==> config.mk <==
export PLATFORM = sky130hd
export DESIGN_NAME = pwm_rgb_driver
export DESIGN_NICKNAME = d
export VERILOG_FILES = /design/src/rtl/pwm_pkg.sv /design/src/rtl/pwm_channel.sv /design/src/rtl/pwm_rgb_driver.sv
export SDC_FILE = /design/constraint.sdc
export NUM_CORES = 1
export LEC_CHECK = 0
export ABC_AREA = 1
export CAP_MARGIN = 30
export CORE_UTILIZATION = 50
export DETAILED_ROUTE_END_ITERATION = 10
export PLACE_DENSITY = 0.87
export SLEW_MARGIN = 5
export SYNTH_ARGS = -nofsm -noshare
export SYNTH_HDL_FRONTEND = slang
export SYNTH_HIERARCHICAL = 1
export SYNTH_SLANG_ARGS = --single-unit
==> constraint.sdc <==
create_clock -name clk -period 4.56 [get_ports clk]
set_clock_uncertainty 0.05 [all_clocks]
set_input_delay 0.456 -clock clk [delete_from_list [all_inputs] [get_ports clk]]
set_output_delay 0.456 -clock clk [all_outputs]
set_load 0.005 [all_outputs]
==> src/rtl/pwm_pkg.sv <==
// Shared types and helpers for the RGB PWM driver.
// Duty values are percentages held in 7-bit shadows (0..100).
package pwm_pkg;

  localparam int unsigned PWM_LEVELS = 100;
  localparam int unsigned DUTY_W     = 7;

  typedef logic [DUTY_W-1:0] duty_t;

  // Saturate a signed percentage into the 0..100 range.
  function automatic duty_t clamp_duty(input int duty);
    duty_t result;
    if (duty < 0) begin
      result = '0;
    end else if (duty > int'(PWM_LEVELS)) begin
      result = DUTY_W'(PWM_LEVELS);
    end else begin
      result = DUTY_W'(duty);
    end
    return result;
  endfunction

endpackage

==> src/rtl/pwm_channel.sv <==
// One PWM colour channel: shadow duty register, level compare, registered pin.
// The pin is forced off whenever en is low.
module pwm_channel
  import pwm_pkg::*;
#(
  parameter bit ACTIVE_LOW = 1'b1
) (
  input  logic              clk,
  input  logic              rst_n,
  input  logic              en,
  input  logic              load,
  input  logic [DUTY_W-1:0] lc,
  input  logic [DUTY_W-1:0] duty,
  output logic              led
);

  logic [DUTY_W-1:0] r_shadow;
  logic              r_led;
  logic              w_on;

  assign w_on = (lc < r_shadow);

  always_ff @(posedge clk or negedge rst_n) begin
    if (!rst_n) begin
      r_shadow <= '0;
      r_led    <= ACTIVE_LOW;
    end else begin
      if (load) begin
        r_shadow <= duty;
      end
      r_led <= (w_on & en) ^ ACTIVE_LOW;
    end
  end

  assign led = r_led;

endmodule

==> src/rtl/pwm_rgb_driver.sv <==
// Three-channel RGB PWM driver with period-boundary duty capture.
// Owns the prescaler, the level counter and the period_start pulse.
module pwm_rgb_driver
  import pwm_pkg::*;
#(
  parameter int unsigned PRESCALE   = 120,
  parameter bit          ACTIVE_LOW = 1'b1
) (
  input  logic               clk,
  input  logic               rst_n,
  input  logic               en,
  input  logic signed [31:0] duty_r,
  input  logic signed [31:0] duty_g,
  input  logic signed [31:0] duty_b,
  output logic               led_r,
  output logic               led_g,
  output logic               led_b,
  output logic               period_start
);

  localparam int unsigned PC_W = (PRESCALE > 1) ? $clog2(PRESCALE) : 1;
  localparam logic [PC_W-1:0]   PC_LAST = PC_W'(PRESCALE - 1);
  localparam logic [DUTY_W-1:0] LC_LAST = DUTY_W'(PWM_LEVELS - 1);

  logic [PC_W-1:0]   r_pc;
  logic [DUTY_W-1:0] r_lc;
  logic              r_period_start;

  logic              w_pc_last;
  logic              w_boundary;
  logic              w_load;
  logic [DUTY_W-1:0] w_duty_r;
  logic [DUTY_W-1:0] w_duty_g;
  logic [DUTY_W-1:0] w_duty_b;

  assign w_pc_last  = (r_pc == PC_LAST);
  assign w_boundary = en & w_pc_last & (r_lc == LC_LAST);
  // While disabled the shadows track the inputs so the first enabled period uses them.
  assign w_load     = ~en | w_boundary;

  assign w_duty_r = clamp_duty(int'(duty_r));
  assign w_duty_g = clamp_duty(int'(duty_g));
  assign w_duty_b = clamp_duty(int'(duty_b));

  // Prescaler and level counter; both held at zero while disabled.
  always_ff @(posedge clk or negedge rst_n) begin
    if (!rst_n) begin
      r_pc <= '0;
      r_lc <= '0;
    end else if (!en) begin
      r_pc <= '0;
      r_lc <= '0;
    end else if (w_pc_last) begin
      r_pc <= '0;
      r_lc <= (r_lc == LC_LAST) ? '0 : r_lc + DUTY_W'(1);
    end else begin
      r_pc <= r_pc + PC_W'(1);
    end
  end

  always_ff @(posedge clk or negedge rst_n) begin
    if (!rst_n) begin
      r_period_start <= 1'b0;
    end else begin
      r_period_start <= w_boundary;
    end
  end

  assign period_start = r_period_start;

  pwm_channel #(.ACTIVE_LOW(ACTIVE_LOW)) u_ch_r (
    .clk  (clk),
    .rst_n(rst_n),
    .en   (en),
    .load (w_load),
    .lc   (r_lc),
    .duty (w_duty_r),
    .led  (led_r)
  );

  pwm_channel #(.ACTIVE_LOW(ACTIVE_LOW)) u_ch_g (
    .clk  (clk),
    .rst_n(rst_n),
    .en   (en),
    .load (w_load),
    .lc   (r_lc),
    .duty (w_duty_g),
    .led  (led_g)
  );

  pwm_channel #(.ACTIVE_LOW(ACTIVE_LOW)) u_ch_b (
    .clk  (clk),
    .rst_n(rst_n),
    .en   (en),
    .load (w_load),
    .lc   (r_lc),
    .duty (w_duty_b),
    .led  (led_b)
  );

endmodule

==> results of run 1 <==
cell type report:
| type | count | area (um2) | area share |
|---|---|---|---|
| multi-input cells | 300 | 1535 | 0.3644 |
| clock buffers | 8 | 100.1 | 0.02376 |
| inverters | 129 | 484.2 | 0.1149 |
| well taps | 72 | 90.09 | 0.02138 |
| repair buffers | 103 | 1023 | 0.2429 |
| flip-flops and latches | 39 | 979.7 | 0.2326 |
kinds of logic after synthesis:
group                    count (synthesis)  synth area share
multiplexers                             3           0.01115
AO/OA/AOI/OAI                           47           0.08302
XOR/XNOR                                 4           0.01157
flip-flops                              39            0.3234
buffers and inverters                  132            0.1710
adder cells (fa/ha/maj)                 20           0.08261
AND/OR/NAND/NOR                        226            0.3172
flip-flops by register name, indices dropped and copies added (netlist names):
register and cells:
period_start 1, r_lc 7, r_pc 7, u_ch_b/led 1, u_ch_b/r_shadow 7, u_ch_g/led 1, u_ch_g/r_shadow 7, u_ch_r/led 1
u_ch_r/r_shadow 7
cell usage in the layout (no fill, tap or decap), types with 2 or more instances in the layout:
cell and count:
inv_2 3, nand3_2 3, nand3b_1 3, mux2_2 3, o22ai_1 4, clkbuf_8 7
dfrtp_1 36, nor2_2 3, ha_1 20, clkdlybuf4s50_1 101, o21ai_0 19, nand3_1 7
nand2_1 129, dfstp_2 3, nor2_4 2, xor2_1 3, and2_0 2, inv_1 126
a21oi_1 20, nor3_1 6, nor2_1 62, nand2_2 5
critical path: stages, from the launching register on:
cell	delay (ns)
dfrtp_1	0.45
ha_1	0.27
nand3_1	0.18
o21ai_2	0.45
buf_4	0.33
mux2_2	0.35
stage by stage:
step | power, mW | hold WS [ns] | worst slack [ns]
2_1_floorplan | 0.4629 | 0.1104 | 2.369
3_3_place_gp | 0.5733 | 0.3939 | 2.398
3_5_place_dp | 0.5801 | 0.4141 | 2.352
4_1_cts | 0.8333 | 0.2397 | 2.356
5_1_grt | 0.8771 | 0.2959 | 2.227
6_report | 0.8266 | 0.2174 | 2.345
per-layer routing:
metal / up-vias / track usage
met5: - / 0
met4: 0 / 0.06607
met3: 10 / 0.04686
met2: 101 / 0.4094
met1: 1321 / 0.2487
li1: 1598 / -
path summary, 6_finish.rpt:
path / from / to / slack, ns / cells past startpoint
setup / recovery: r_lc[1]$_DFFE_PN0P_ / u_ch_r/r_shadow[0]$_DFFE_PN0P_ / 2.35 / 5
hold / removal: rst_n / u_ch_b/r_shadow[4]$_DFFE_PN0P_ / 0.22 / 1
setup reg to reg: r_lc[1]$_DFFE_PN0P_ / u_ch_r/r_shadow[0]$_DFFE_PN0P_ / 2.35 / 5
hold reg to reg: r_pc[0]$_DFF_PN0_ / r_pc[0]$_DFF_PN0_ / 0.42 / 1
max in group asynchronous: rst_n / u_ch_g/r_shadow[3]$_DFFE_PN0P_ / 3.70 / 1
min in group clk: r_pc[0]$_DFF_PN0_ / r_pc[0]$_DFF_PN0_ / 0.42 / 1
power by group:
group	total (mW)	switching, mW	internal [mW]
logic	0.203	0.0884	0.114
clock network	0.252	0.114	0.138
registers	0.372	0.00590	0.366
==> flow_metrics.tcl, run 1 <==
set metrics [dict create \
    synth_top_area_cell "dfrtp_1" \
    clock_path_buffers 2 \
    layout-drive-gt1-share 0.06045 \
    final_util 0.7423 \
    postCtsSetupBuffers 0 \
    synth.area.top_cells "dfrtp_1, nand2_1, inv_1" \
    power_density_mw_per_mm2 196.2 \
    netlist_instances 471 \
    yosysMostFrequentCell "nand2_1" \
    max-slew-margin-rel 0.4361 \
    nets 697 \
    topRoutingLayerUsed "met4" \
    gp_congestion 0.8158 \
    dp_hpwl_mm 5.276 \
    clock_latency_ns 0.29 \
    outcome "finished clean" \
    cts_tree "done" \
    synth_edf_count 0 \
    numPlacedInstances 643 \
    synth_area_mm2 0.003029 \
    cts-root-buf "clkbuf_8" \
    grt_pass1_wl_mm 11.27 \
    area_growth_pct 39.07 \
    dieWidth_um 79.84 \
    stdcell_area_mm2 0.004213 \
    end_kind "flip-flop" \
    cp.arrival_ns 2.34 \
    setup_viol 0 \
    antenna_found_initial 0 \
    post_layout_nonfiller_instances 651 \
    p_leak_nw 2.218 \
    synth.distinct_cells 29 \
    first_global_vias 2901 \
    critical_path_class "flip-flop to flip-flop" \
    ys_seq_elements 39 \
    cp.required_ns 4.69 \
    syn_nets 590 \
    maxCapViolCount 0 \
    wl_met2_mm 3.186 \
    htreeDepth 2 \
    cts.sinks 39 \
    cts_buffers 5 \
    fmax_mhz 451.5 \
    cts_resized 0 \
    vias 3030 \
    path_max_fanout 26 \
    synth_flop_cell "dfrtp_1" \
    synth_top_area_share 0.2974 \
    synth_common_cells "nand2_1, inv_1, nor2_1" \
    wl_met3_um 347 \
    first_iter_violations 118 \
    wl_mm 6.390 \
    finalHoldViolations 0 \
    grt_max_degree 40 \
    grt_overflow 0 \
    initial_utilization 0.5337 \
    rsz0062_at_grt "false" \
    via_per_inst 4.654 \
    num_rows 27 \
    port-buffer-count 102 \
    core_mm2 0.005675 \
    wl_per_cell_um 9.816 \
    finalCritPeriodShare 0.4857 \
    yosysSeqAreaShare 0.3234 \
    hold_class "primary input to async pin" \
    antenna_cells 0 \
    ant_nets 0 \
    worst_setup_path_start_kind "flip-flop" \
    ys_async_sr_fraction 1.000 \
    yosys_warnings 6 \
    finalSetupTns_ns 0 \
    maxSlewViolCount 0 \
    dpl_cell_area_mm2 0.004113 \
    tightest_slew_ns 0.8459 \
    wl_met1_mm 2.770 \
    clk_pin_slew_worst_paths_ns 0.07 \
    n_fill_cell 481 \
    die_y_um 79.84 \
    avgSynthCellArea_um2 6.431 \
    max-vdd-ir-drop_uv 132.8 \
    layout_min_cycle_time_ns 2.215 \
    drc 0 \
    dieArea_mm2 0.006374 \
    drt_first_pass_iters 4 \
    grt_usage 0.2200 \
    ctsHoldBuffers 0 \
    io_pins 103 \
]
Note: power is estimated with default switching activity, not from simulation.
==> run 2, diff against run 1 <==
CORE_UTILIZATION = 42   (was 50)
PLACE_DENSITY = 0.78   (was 0.87)
clock period = 1.8 ns   (was 4.56 ns; I/O delays follow)
==> run 2 against run 1 <==
Hold slack improved by 0.19 ns. Clock-buffer cell count shrank 1. Final cell count rose by 6.0%. Via count shrank 0.79%. Clock power grew to 2.6 times the previous value. Critical path depth up 2. Critical path type unchanged. Largest cell class unchanged. Non-clock buffer count increased by 15. Die area increased by 19%. Sequential cell count is the same.
==> flow_metrics.tcl, run 2 (synthesis gave the netlist of run 1 again) <==
set metrics [dict create \
    grt_overflow 0 \
    crit_slowest_cell "dfrtp_1" \
    first_iter_violations 69 \
    port-buffer-count 102 \
    io_pins 103 \
    hold_class "primary input to async pin" \
    cts_tree "done" \
    crit_path_start "r_pc[0]$_DFF_PN0_" \
    grt_max_degree 40 \
    grt_pass1_wl_mm 11.57 \
    max-vdd-ir-drop_uv 224.3 \
    finalHoldViolations 0 \
    outcome "finished clean" \
    cts-root-buf "clkbuf_8" \
    stdcell_area_mm2 0.004374 \
    dieArea_mm2 0.007556 \
    tightest_slew_ns 0.4888 \
    dp_hpwl_mm 5.261 \
    antenna_cells 0 \
    wl_per_cell_um 9.181 \
    wl_mm 6.335 \
    critical_path.max_stage_delay_ns 0.38 \
    via_per_inst 4.357 \
    critical_path_class "flip-flop to flip-flop" \
    wl_met2_mm 3.197 \
    cts.sinks 39 \
    numPlacedInstances 681 \
    antenna_found_initial 0 \
    layout_min_cycle_time_ns 1.671 \
    drc 0 \
    gp_congestion 0.8061 \
    power_density_mw_per_mm2 485.9 \
    clk_pin_slew_worst_paths_ns 0.08 \
    rsz0062_at_grt "false" \
    dieWidth_um 86.93 \
    nets 712 \
    maxCapViolCount 0 \
    drt_first_pass_iters 4 \
    final_common_cell "nand2_1" \
    wl_met3_um 278 \
    num_rows 30 \
    first_global_vias 2914 \
    cp.required_ns 1.94 \
    finalSetupTns_ns 0 \
    worst_setup_path_start_kind "flip-flop" \
    core_mm2 0.006869 \
    seqCellArea_um2 979.7 \
    topRoutingLayerUsed "met4" \
    totalPowerFinal_mw 2.125 \
    postCtsSetupBuffers 0 \
    htreeDepth 2 \
    multi_input_area_mm2 0.001535 \
    setup_viol 0 \
    initial_utilization 0.4410 \
    end_kind "flip-flop" \
    finalCritPeriodShare 0.9286 \
    n_fill_cell 638 \
    r2r_start "r_pc[0]$_DFF_PN0_" \
    max-slew-margin-rel 0.6741 \
    path_max_fanout 24 \
    area_growth_pct 44.40 \
    p_leak_nw 2.297 \
    cts_buffers 5 \
    ant_nets 0 \
    final_cell_mix "nand2_1, inv_1, clkdlybuf4s50_1" \
    layout-drive-gt1-share 0.08418 \
    cts_resized 0 \
    cp.arrival_ns 1.81 \
    fmax_mhz 598.3 \
    path_cells "ha_1, nand2_1, inv_1, nand3_4, o21ai_2, buf_12, mux2_2" \
    dpl_cell_area_mm2 0.004260 \
    grt_usage 0.1910 \
    die_y_um 86.93 \
    post_layout_nonfiller_instances 690 \
    maxSlewViolCount 0 \
    clock_latency_ns 0.30 \
    wl_met1_mm 2.763 \
    vias 3006 \
    clock_path_buffers 2 \
]
[run 2: critical path: cells and delay by family, from the launching register on]
family / cells / cell delay (ns)
flip-flops: 1 / 0.38
multiplexers: 1 / 0.33
buffers and inverters: 2 / 0.29
AO/OA/AOI/OAI: 1 / 0.18
adder cells (fa/ha/maj): 1 / 0.17
AND/OR/NAND/NOR: 2 / 0.14
[run 2: timing repair]
item                                    CTS  global route
endpoints found under the setup margin    0             0
hold buffers                              1             0
hold endpoints to repair                 36             0
[run 2: power by group]
part           switching (mW)  leakage, nW  total, mW  internal (mW)
Combinational           0.217         1.73      0.520          0.302
Clock                   0.316       0.0505      0.665          0.348
Sequential             0.0148        0.513      0.941          0.926
Total                   0.548         2.30       2.13           1.58
[run 2: path summary, 6_finish.rpt]
kind / end / slack, ns / cells after the start
max: u_ch_r/r_shadow[0]$_DFFE_PN0P_ / 0.13 / 7
min: u_ch_b/r_shadow[5]$_DFFE_PN0P_ / 0.41 / 3
max reg2reg: u_ch_r/r_shadow[0]$_DFFE_PN0P_ / 0.13 / 7
min reg2reg: r_pc[0]$_DFF_PN0_ / 0.43 / 1
max in group asynchronous: u_ch_g/led$_DFF_PN1_ / 0.92 / 3
min in group clk: r_pc[0]$_DFF_PN0_ / 0.43 / 1
[run 2: routing by layer]
| layer | GRT usage | vias to the layer above |
|---|---|---|
| li1 | - | 1637 |
| met1 | 0.2196 | 1287 |
| met2 | 0.3515 | 73 |
| met3 | 0.03318 | 9 |
| met4 | 0.07273 | 0 |
| met5 | 0 | - |
[run 2: area by class of cell]
type                    count  share of cell area
flip-flops and latches     39              0.2240
well taps                  96             0.02746
multi-input cells         300              0.3510
clock inverters             1            0.001716
clock buffers               7             0.02203
inverters                 129              0.1107
repair buffers            118              0.2632
[run 2: per-stage QoR]
step / setup WS (ns) / hold slack (ns) / util
floorplan: 0.08968 / -0.1656 / -
global placement: 0.1254 / 0.2087 / 0.6202
detailed placement: 0.07186 / 0.2152 / 0.6202
global route: 0.006402 / 0.4594 / 0.6368
CTS: 0.1092 / 0.4226 / 0.6368
finish: 0.1286 / 0.4107 / 0.6368
==> patch 1: new RTL, config.mk and constraints of run 2 <==
`ACTIVE_LOW` is set to 1'b1 in 2 places; all go to 1'b0.
--- a/src/rtl/pwm_channel.sv
+++ b/src/rtl/pwm_channel.sv
@@ -4,5 +4,5 @@
   import pwm_pkg::*;
 #(
-  parameter bit ACTIVE_LOW = 1'b1
+  parameter bit ACTIVE_LOW = 1'b0
 ) (
   input  logic              clk,
--- a/src/rtl/pwm_rgb_driver.sv
+++ b/src/rtl/pwm_rgb_driver.sv
@@ -5,5 +5,5 @@
 #(
   parameter int unsigned PRESCALE   = 120,
-  parameter bit          ACTIVE_LOW = 1'b1
+  parameter bit          ACTIVE_LOW = 1'b0
 ) (
   input  logic               clk,
Behaviour: not the same (a bounded check fails within 4 cycles, from zero or initial values and one cycle with rst_n low).
==> patch 1 against run 2 <==
- area after synthesis is 0.99% higher
- wire length is 4.1% higher
- first-iteration DRC count is 64% higher
- combinational power is 2% higher
- sequential power is 0.5% lower
- utilization is 0.47 points higher
- total power is 4.1% higher
- cell area is 1.3% higher
- hold slack worse by 0.089 ns
- final cell count is 1.7% higher
- sequential cell count stayed put
- setup slack worse by 0.023 ns
- largest cell class unchanged
==> patch 1: results (changes against run 2) <==
| Metric | Value |
|---|---|
| Flop2flop setup slack | `0.11 ns (-0.02 ns)` |
| Number of fill cells | `642 (+0.63%)` |
| Register area share after synthesis | `31.9% (-0.44 points)` |
| Detailed Place HPWL | `5570 µm (+5.8%)` |
| Non-Clock Buffer Area Fraction | `26.3% (-0.052 points)` |
| Worst Hold Slack | `0.322 ns (-0.0889 ns)` |
| Status | `finished, final reports clean` |
| Register Area | `976 µm² (-0.38%)` |
| RePlAce Congestion | `0.799 (-0.84%)` |
| Peak VDD IR | `0.466 mV (+110%)` |
| Total number of sequential cells | `39 (unchanged)` |
| Adder and majority gate portion of the synthesized area | `8.18% (-0.081 points)` |
| First-pass GRT wire length | `11,700 µm (+1.5%)` |
| Static leakage | `2.39 nW (+4.1%)` |
| DR vias | `3,093 (+2.9%)` |
| Total routing resource utilization after global routing | `19.4% (+0.26 points)` |
| Commonest cells in the netlist | `sky130_fd_sc_hd__inv_1, sky130_fd_sc_hd__nand2_1, sky130_fd_sc_hd__nor2_1` |
| Slowest cell delay on critical path | `0.35 ns (-0.03 ns)` |
| Non-clock inverter count | `138 (+7.0%)` |
| Post-detailed-route via-to-cell ratio | `4.41 (+1.1%)` |
| Number of cells in the design after placement | `693 (+1.8%)` |
| Net Count, Synth | `602 (+2.0%)` |
| Compound-cell area share of the yosys netlist | `8.22% (-0.081 points)` |
| Largest net degree at the start of global routing | `30 (-25%)` |
| Reg2Reg Depth | `6 (-1)` |
| Pre-CTS setup slack | `0.0817 ns (+0.00985 ns)` |
| Portion of netlist area occupied by mux cells | `1.10% (-0.011 points)` |
| Family with the most delay on the worst path | `simple AND/OR/NAND/NOR gates` |
| Total routed wirelength | `6590 µm (+4.1%)` |
| Via count of the first global-routing pass | `2,975 (+2.1%)` |
| Number of clock buffers in the layout | `6 (-1)` |
| CP startpoint | `r_lc[6]$_DFFE_PN0P_` |
| Fraction of area in clock buffers and inverters | `2.65% (+0.28 points)` |
| Startpoint of the worst register-to-register path | `r_lc[6]$_DFFE_PN0P_` |
| Post-synth cell types | `27 (-6.9%)` |
| Fraction of final layout cells sized beyond drive strength 1 | `7.76% (-0.66 points)` |
| Number of DRC markers in iteration 0 | `113 (+64%)` |
| Cell types with the largest area share after synthesis | `sky130_fd_sc_hd__dfrtp_1, sky130_fd_sc_hd__inv_1, sky130_fd_sc_hd__nand2_1` |
| Net count, final | `724 (+1.7%)` |
| Final min period | `1.69 ns (+0.0233 ns)` |
| Count of yosys warnings during synthesis | `6 (unchanged)` |
| Multi-input combinational cell count | `303 (+1.0%)` |
| End point of the critical path | `u_ch_g/r_shadow[0]$_DFFE_PN0P_` |
| Synthesized area | `3060 µm² (+0.99%)` |
| Placed cell areas | `4300 µm² (+1.0%)` |
| Tightest slew margin relative to the limit | `69.2% (+1.8 points)` |
| Power density normalized to cell area | `500 nW/µm² (+2.8%)` |
| Synthesized netlist cell count | `483 (+2.5%)` |
| Number of instances resized during post-cts repair | `0 (unchanged)` |
patch 1: changes by cell type after synthesis:
cell                       before  now
sky130_fd_sc_hd__inv_1        126  135
sky130_fd_sc_hd__nand2_1      129  135
sky130_fd_sc_hd__dfrtp_1       36   39
sky130_fd_sc_hd__dfstp_2        3    0
sky130_fd_sc_hd__nand3b_1       3    0
patch 1: power by group:
group	total (W)	switching [W]	leakage [nW]	internal, W
combinational	0.000529	0.000223	1.81	0.000306
sequential	0.000936	0.0000146	0.518	0.000921
clock	0.000748	0.000300	0.0612	0.000448
patch 1: metal layers:
metal  GRT usage (%)  wire length [µm]  share of wire, %  vias to the layer above
li1                -                 -                 -                     1653
met1            21.4              2820                43                     1345
met2            35.9              3310                50                       87
met3            4.27               366               5.6                        8
met4            7.30                89               1.4                        0
met5               0                 0                 0                        -
==> patch 2: new RTL, flow settings as in run 2 <==
Made on the original files. Remove the register `r_period_start`: a continuous assignment takes its place, so the output `period_start` follows one clock earlier.
--- a/src/rtl/pwm_rgb_driver.sv
+++ b/src/rtl/pwm_rgb_driver.sv
@@ -59,11 +59,5 @@
   end
 
-  always_ff @(posedge clk or negedge rst_n) begin
-    if (!rst_n) begin
-      r_period_start <= 1'b0;
-    end else begin
-      r_period_start <= w_boundary;
-    end
-  end
+  assign r_period_start = w_boundary;
 
   assign period_start = r_period_start;
Function: same outputs for any inputs over 10 cycles, from zero or initial values and one cycle with rst_n low; that may be too few to reach the edited logic, so the function may still have changed.
==> patch 2 against run 2 <==
- combinational power is essentially flat
- setup slack gained 0.018 ns
- sequential share of layout area shrank 0.62 points
- total power grew 9.8%
- count of clock-buffer cells in the layout shrank 1
- cell area grew 0.20%
- hold slack lost 0.15 ns
- wire length grew 3.2%
- sequential cell count shrank 1
- die area shrank 1.3%
- maximum frequency grew 1.1%
- clock power grew 35%
- area after synthesis shrank 1.3%
- critical endpoint is now u_ch_g/r_shadow[0]$_DFFE_PN0P_
- highest routed layer unchanged
==> patch 2: results (changes against run 2) <==
| Metric | Value |
|---|---|
| Via count of the first global-routing pass | `2,967 (+1.8%)` |
| Average cell area after synthesis | `6.36 µm² (-1.1%)` |
| Reg2Reg Depth | `4 (-3)` |
| Flop2flop setup slack | `0.15 ns (+0.02 ns)` |
| RePlAce Congestion | `0.813 (+0.89%)` |
| Fraction of final layout cells sized beyond drive strength 1 | `8.57% (+0.15 points)` |
| Status | `finished, final reports clean` |
| Static leakage | `2.31 nW (+0.66%)` |
| Non-Clock Buffer Area Fraction | `26.3% (-0.053 points)` |
| Post-synth cell types | `26 (-10%)` |
| Reg-to-Reg End | `u_ch_g/r_shadow[0]$_DFFE_PN0P_` |
| Startpoint of the worst register-to-register path | `r_lc[3]$_DFFE_PN0P_` |
| Number of fill cells | `641 (+0.47%)` |
| Placed cell areas | `4230 µm² (-0.76%)` |
| Largest net degree at the start of global routing | `39 (-2.5%)` |
| Post-route non-filler standard cell count | `691 (+0.14%)` |
| Global-route track usage on met1 | `22.0% (+0.066 points)` |
| Grt met3 use | `4.29% (+0.97 points)` |
| Number of cells in the design after placement | `682 (+0.15%)` |
| Critical path fanouts, max | `6 (-75%)` |
| Met1 WL | `2830 µm (+2.5%)` |
| Register area share after synthesis | `31.9% (-0.40 points)` |
| Slew @ Worst Pin | `0.464 ns (-0.0248 ns)` |
| Arr. time, crit path | `1.78 ns (-0.03 ns)` |
| Post-Route Utilization | `64.2% (+0.48 points)` |
| Number of setup buffers added after CTS | `1 (+1)` |
| Met2 track utilization from global routing | `36.7% (+1.5 points)` |
| Number of clock buffers in the layout | `6 (-1)` |
| Pre-CTS setup slack | `-0.00365 ns (-0.0755 ns)` |
| Net count, final | `713 (+0.14%)` |
| Total number of sequential cells | `38 (-2.6%)` |
| CP startpoint | `r_lc[3]$_DFFE_PN0P_` |
| Cell types with the largest area share after synthesis | `sky130_fd_sc_hd__dfrtp_1, sky130_fd_sc_hd__nand2_1, sky130_fd_sc_hd__inv_1` |
| Commonest cells in the netlist | `sky130_fd_sc_hd__nand2_1, sky130_fd_sc_hd__inv_1, sky130_fd_sc_hd__nor2_1` |
| Cell with the largest stage delay on the worst path | `sky130_fd_sc_hd__dfrtp_1` |
| Fraction of area in clock buffers and inverters | `3.25% (+0.88 points)` |
| Multi-input logic portion of the cell area | `34.9% (-0.18 points)` |
| Number of DRC markers in iteration 0 | `67 (-2.9%)` |
| Peak VDD IR | `0.295 mV (+31%)` |
| Total routed wirelength | `6540 µm (+3.2%)` |
| Met3 wire length | `251 µm (-9.7%)` |
[patch 2: kinds of logic (layout without fill, tap and decap cells)]
family                   Yosys count  after routing  synth area share [%]
AO/OA/AOI/OAI                     48             48                  8.41
XOR/XNOR                           5              5                  1.46
adder cells (fa/ha/maj)           20             20                  8.37
buffers and inverters            132            257                  17.3
flip-flops                        38             38                  31.9
multiplexers                       3              3                  1.13
AND/OR/NAND/NOR                  224            224                  31.4
[patch 2: critical path: cells and delay by family, from the launching register on]
kind / cells / cell delay (ns)
AOI/OAI and AO/OA: 1 / 0.34
muxes: 1 / 0.38
and+or+nand+nor: 2 / 0.38
DFF: 1 / 0.40
[patch 2: power by group]
part           switching (W)  internal (W)
Sequential         0.0000146      0.000904
Combinational       0.000217      0.000303
Clock               0.000304      0.000591
Total               0.000536       0.00180
[patch 2: stage by stage]
step                setup TNS [ns]  hold WS, ns
floorplan                        0       -0.166
global placement                 0        0.391
detailed placement        -0.00365        0.406
CTS                              0        0.277
global route                     0        0.304
finish                           0        0.256
